$ cat config.mk
export PLATFORM = sky130hd
export DESIGN_NAME = sat_timer_bank
export DESIGN_NICKNAME = d
export VERILOG_FILES = /design/src/rtl/sat_timer_bank.sv
export SDC_FILE = /design/constraint.sdc
export NUM_CORES = 1
export LEC_CHECK = 0
export BUFFER_PORTS_ARGS = -buffer_cell sky130_fd_sc_hd__clkbuf_2
export CAP_MARGIN = 40
export CORE_ASPECT_RATIO = 1.75
export CORE_MARGIN = 10
export CORE_UTILIZATION = 50
export CTS_CLUSTER_DIAMETER = 80
export DETAILED_ROUTE_END_ITERATION = 10
export GPL_TIMING_DRIVEN = 0
export HOLD_SLACK_MARGIN = 0.02
export PLACE_DENSITY = 0.69
export SETUP_SLACK_MARGIN = 0.15
export SYNTH_ARGS = -nofsm -noshare
export SYNTH_HDL_FRONTEND = slang
export SYNTH_SLANG_ARGS = --single-unit
$ cat constraint.sdc
create_clock -name clk -period 4.4 [get_ports clk]
set_input_delay 0.66 -clock clk [delete_from_list [all_inputs] [get_ports clk]]
set_output_delay 0.66 -clock clk [all_outputs]
set_load 0.05 [all_outputs]
$ cat src/rtl/sat_timer_bank.sv
// rtl/sat_timer_bank.sv - bank of independent saturating timer channels
// Each channel: idle, one-shot down, auto-reload down or saturating up-count.
module sat_timer_bank #(
  parameter int COUNT_SIZE = 7,
  parameter int CHANNELS   = 4,
  parameter int CH_W       = (CHANNELS > 1) ? $clog2(CHANNELS) : 1
) (
  input  logic                           clk,
  input  logic                           rst,
  input  logic                           clr,
  input  logic                           tick,
  input  logic                           wr_en,
  input  logic [CH_W-1:0]                ch_sel,
  input  logic [COUNT_SIZE-1:0]          wr_val,
  input  logic [COUNT_SIZE-1:0]          wr_max,
  input  logic [1:0]                     wr_mode,
  input  logic [CHANNELS-1:0]            start,
  input  logic [CHANNELS-1:0]            stop,
  output logic [CHANNELS*COUNT_SIZE-1:0] count,
  output logic [CHANNELS-1:0]            busy,
  output logic [CHANNELS-1:0]            done,
  output logic [CHANNELS-1:0]            expire
);

  localparam logic [1:0] MODE_IDLE = 2'b00;
  localparam logic [1:0] MODE_ONE  = 2'b01;
  localparam logic [1:0] MODE_AUTO = 2'b10;
  localparam logic [1:0] MODE_UP   = 2'b11;

  localparam logic [COUNT_SIZE-1:0] ONE  = COUNT_SIZE'(1);
  localparam logic [COUNT_SIZE-1:0] ZERO = '0;

  for (genvar i = 0; i < CHANNELS; i++) begin : g_ch
    logic [COUNT_SIZE-1:0] cnt_q;
    logic [COUNT_SIZE-1:0] rld_q;
    logic [COUNT_SIZE-1:0] max_q;
    logic [1:0]            mode_q;
    logic                  run_q;
    logic                  done_q;
    logic                  exp_q;
    logic                  sel;

    assign sel = wr_en && (ch_sel == CH_W'(i));

    // Priority chain: clr, write, stop, start, then tick on an already-running channel.
    always_ff @(posedge clk or negedge rst) begin
      if (!rst) begin
        cnt_q  <= ZERO;
        rld_q  <= ZERO;
        max_q  <= ZERO;
        mode_q <= MODE_IDLE;
        run_q  <= 1'b0;
        done_q <= 1'b0;
        exp_q  <= 1'b0;
      end else begin
        exp_q <= 1'b0;
        if (clr) begin
          cnt_q  <= ZERO;
          run_q  <= 1'b0;
          done_q <= 1'b0;
        end else if (sel) begin
          rld_q  <= wr_val;
          max_q  <= wr_max;
          mode_q <= wr_mode;
          run_q  <= 1'b0;
          done_q <= 1'b0;
          cnt_q  <= (wr_mode == MODE_UP && wr_val > wr_max) ? wr_max : wr_val;
        end else if (stop[i]) begin
          run_q <= 1'b0;
        end else if (start[i]) begin
          if (mode_q != MODE_IDLE) begin
            run_q  <= 1'b1;
            done_q <= 1'b0;
          end
        end else if (tick && run_q) begin
          case (mode_q)
            MODE_ONE: begin
              if (cnt_q > ONE) begin
                cnt_q <= cnt_q - ONE;
              end else begin
                cnt_q  <= ZERO;
                run_q  <= 1'b0;
                done_q <= 1'b1;
                exp_q  <= 1'b1;
              end
            end
            MODE_AUTO: begin
              if (cnt_q > ONE) begin
                cnt_q <= cnt_q - ONE;
              end else begin
                cnt_q <= rld_q;
                exp_q <= 1'b1;
              end
            end
            MODE_UP: begin
              // cnt_q < max_q guarantees the increment cannot wrap
              if (cnt_q < max_q) begin
                cnt_q <= cnt_q + ONE;
                if (cnt_q + ONE == max_q) begin
                  done_q <= 1'b1;
                  exp_q  <= 1'b1;
                end
              end
            end
            default: ;
          endcase
        end
      end
    end

    assign count[i*COUNT_SIZE +: COUNT_SIZE] = cnt_q;
    assign busy[i]   = run_q;
    assign done[i]   = done_q;
    assign expire[i] = exp_q;
  end

endmodule

==> flow_summary_export.csv <==
group,metric,value,unit
run_status,outcome,"finished, final reports clean",
timing,maxSlewHeadroom,39.18,%
clock_tree,cts_resized,0,
placement,place_area,8982,um^2
global_route,grtUsageTotal,21.45,%
clock_tree,cts-root-buf,"clkbuf_16",
yosys,ys_types,82,
clock_tree,cts_buffers,9,
yosys,synth_seq_cells,104,
power,irDropWorstVdd,0.4793,mV
clock_tree,post_cts_buffers,0,
timing,finalHoldViolCount,0,
critical_path,reg2reg_slack,1550,ps
critical_path,startpoint_type,"input pin",
yosys,synth_top_cell_area_share,31.18,%
cells_and_area,drive_above_1_share,16.21,%
clock_tree,clk_latency,360,ps
detailed_routing,drtPass1Iterations,7,
timing,rsz0062_at_grt,"false",
global_route,grt_pass1_vias,7574,
timing,period_share,70.44,%
global_route,antenna_found_initial,1,
timing,clock_skew,9.725,ps
yosys,synthCells,982,
clock_tree,htreeDepth,3,
critical_path,slowest_stage,"mux2i_1",
global_route,grt_pass1_wl,39.24,mm
floorplanning,die_x,117.7,um
cells_and_area,nNetsFinal,1160,
global_route,grt_max_degree,105,
timing,tightest_slew,912.3,ps
detailed_routing,vias,7613,
floorplanning,rows,62,
yosys,synth.area.top_cells,"dfrtp_1 (31%), ha_1 (10%), nand2_1 (6.9%)",
critical_path,crit_type,"in2reg",
placement,io_buffers,67,
floorplanning,start_util,50.75,%
power,leakagePower,4.328,nW
cells_and_area,finalInstanceArea,9288,um^2
timing,setup_viol,0,
yosys,syn_nets,1080,
clock_tree,cts_tree,"built",
placement,gp_congestion,0.9587,
clock_tree,numClockSinks,104,
min_path,min_path_type,"in2async",
timing,final.min_clock_period,3100,ps
yosys,netlist_area,8346,um^2
detailed_routing,wl,24.54,mm
yosys,syn_area_per_cell,8.498,um^2
global_route,grt-ovfl-total,0,
critical_path,setup.worst_path.end_class,"flop",
floorplanning,ios,71,
detailed_routing,drt_iter0_drc,482,
yosys,yosys.area.top_type,"dfrtp_1",
power,powerDensity,603.8,nW/um^2
critical_path,path_cells,"clkbuf_2 > inv_1 > ha_1 > a41oi_1 > o21ai_0 > o21ai_2 > mux2i_1 > o22ai_1 > mux2_2",
detailed_routing,wl_per_cell,18.99,um
critical_path,slowest_delay,740,ps
timing,tns,0,ps
cells_and_area,area_growth,11.29,%
flow_run,maxCapViolCount,0,
detailed_routing,route.detailed.drc,0,
yosys,synth-main-ff-cell,"dfrtp_1",
clock_tree,cts-hold-fix-buffers,0,
placement,dp_hpwl,18.81,mm
yosys,yosys_warnings,0,
clock_tree,clk_path_buf_depth,2,
detailed_routing,vias_per_cell,5.892,
timing,drv_slew,0,
floorplanning,die-area,22460,um^2
yosys,synthArstFlopShare,100.0,%
critical_path,worstPathRequired,4650,ps
yosys,ys_seq_area_share,31.18,%
clock_tree,clkTransAtPathRegs,70,ps
critical_path,path_max_fanout,7,
floorplanning,coreArea,16450,um^2
yosys,synth_edf_count,0,
timing,fmax,322.6,MHz
floorplanning,die_y,190.9,um
critical_path,cp.arrival,3350,ps
detailed_routing,ant_nets,0,
==> metrics by stage <==
step	utilization [%]	total power [mW]	hold slack, ps	cells	worst slack (ps)
3_3_place_gp	54.49	4.712	459.9	1273	998.9
3_5_place_dp	54.62	4.753	460.4	1275	970.7
6_report	56.47	5.608	352.3	1292	1300
5_1_grt	56.46	6.020	447.1	1291	1244
2_1_floorplan	-	3.977	364.4	982	1581
4_1_cts	56.46	5.616	457.7	1291	1354
==> critical path, delay by kind of cell <==
family / cells / cell delay (ps)
fa+ha+maj: 1 / 330
compound gates: 4 / 1040
buf+inv: 2 / 250
mux: 2 / 1070
==> cells by family (layout without fill, tap and decap cells) <==
family                     count (synthesis)  after routing  synth area share (%)
and+or+nand+nor                          326            326                 19.31
muxes                                     52             52                 6.717
xor gates and xnor gates                  47             47                 5.427
other                                      0              1                     0
DFF                                      104            104                 31.18
buffers and inverters                    142            227                 7.616
adders and majority gates                 67             67                 10.04
AOI/OAI and AO/OA                        244            244                 19.70
==> path summary, 6_finish.rpt <==
kind,depth (start not counted),endpoint,from
max in group asynchronous,1,g_ch[3].cnt_q[5],rst
setup reg to reg,8,g_ch[1].cnt_q[6],g_ch[1].cnt_q[0]
hold reg to reg,2,g_ch[3].rld_q[2],g_ch[3].rld_q[2]
setup / recovery,9,g_ch[1].cnt_q[4],wr_max[5]
hold / removal,1,g_ch[0].cnt_q[5],rst
min in group clk,2,g_ch[3].rld_q[2],g_ch[3].rld_q[2]
==> metal layers <==
metal,share of wire (%),up-vias,GRT usage (%),routed length (um)
li1,-,3663,-,-
met1,40,3646,24.05,9734
met2,51,243,38.86,12630
met3,4.8,61,2.984,1167
met4,4.1,0,10.79,1004
met5,0,-,0,0
==> cells in the final DEF (no fill, tap or decap), types with 5 or more instances in the layout <==
master     instances
nand3b_1           6
buf_6              5
o21ai_0           67
a31oi_1           20
buf_2             11
or4_1              5
and3_1             5
o211ai_1           6
nor4_1             9
nand2_1          153
mux2_2            32
a21oi_1           35
clkbuf_1          37
inv_1             74
nor3b_1            7
ha_1              67
nand2b_1           7
o31ai_1            8
nand4_1            7
buf_4             15
nand3_1           21
xor2_1            17
nor2_1            44
dfrtp_1          104
mux2i_1           20
nor2b_1           10
o22ai_1           17
clkbuf_16          9
nor3_1            26
a2111oi_0          5
clkbuf_2          66
a211oi_1           8
a21o_1             9
xnor2_1           27
==> area by class of cell <==
type                    instances  area [um^2]
diodes                          1        2.502
well taps                     224        280.3
fillers                      1622         7158
clock inverters                 7        77.57
clock buffers                   9        225.2
inverters                      75        281.5
plain buffers                  67        354.1
flip-flops and latches        104         2603
multi-input cells             736         5107
repair buffers                 69        356.6
==> flip-flops by register name (all words and copies together) (netlist names) <==
name         cells
g_ch.run_q       4
g_ch.rld_q      28
g_ch.done_q      4
g_ch.cnt_q      28
g_ch.mode_q      8
g_ch.max_q      28
g_ch.exp_q       4
==> cells in the mapped netlist, types with 5 or more instances <==
cell       instances
and3_1             5
a21oi_1           35
a21o_1             9
mux2i_1           20
o21ai_0           67
o22ai_1           17
nor4_1             9
a2111oi_0          5
buf_4             14
nor2b_1           10
nor2_1            44
nand3b_1           6
buf_2             10
xor2_1            17
dfrtp_1          104
xnor2_1           27
a211oi_1           8
mux2_2            32
buf_6              5
nor3_1            26
clkbuf_1          37
a31oi_1           20
nand3_1           21
inv_1             74
o31ai_1            8
nand2b_1           7
ha_1              67
nand4_1            7
o211ai_1           6
nand2_1          153
or4_1              5
nor3b_1            7
==> where the power goes <==
| part | internal (mW) | switching, mW | total (mW) |
|---|---|---|---|
| Combinational | 1.32 | 1.98 | 3.30 |
| Sequential | 1.17 | 0.287 | 1.46 |
| Clock | 0.449 | 0.402 | 0.851 |
| Total | 2.94 | 2.66 | 5.61 |
No activity file was read; power rests on OpenSTA's default activity.
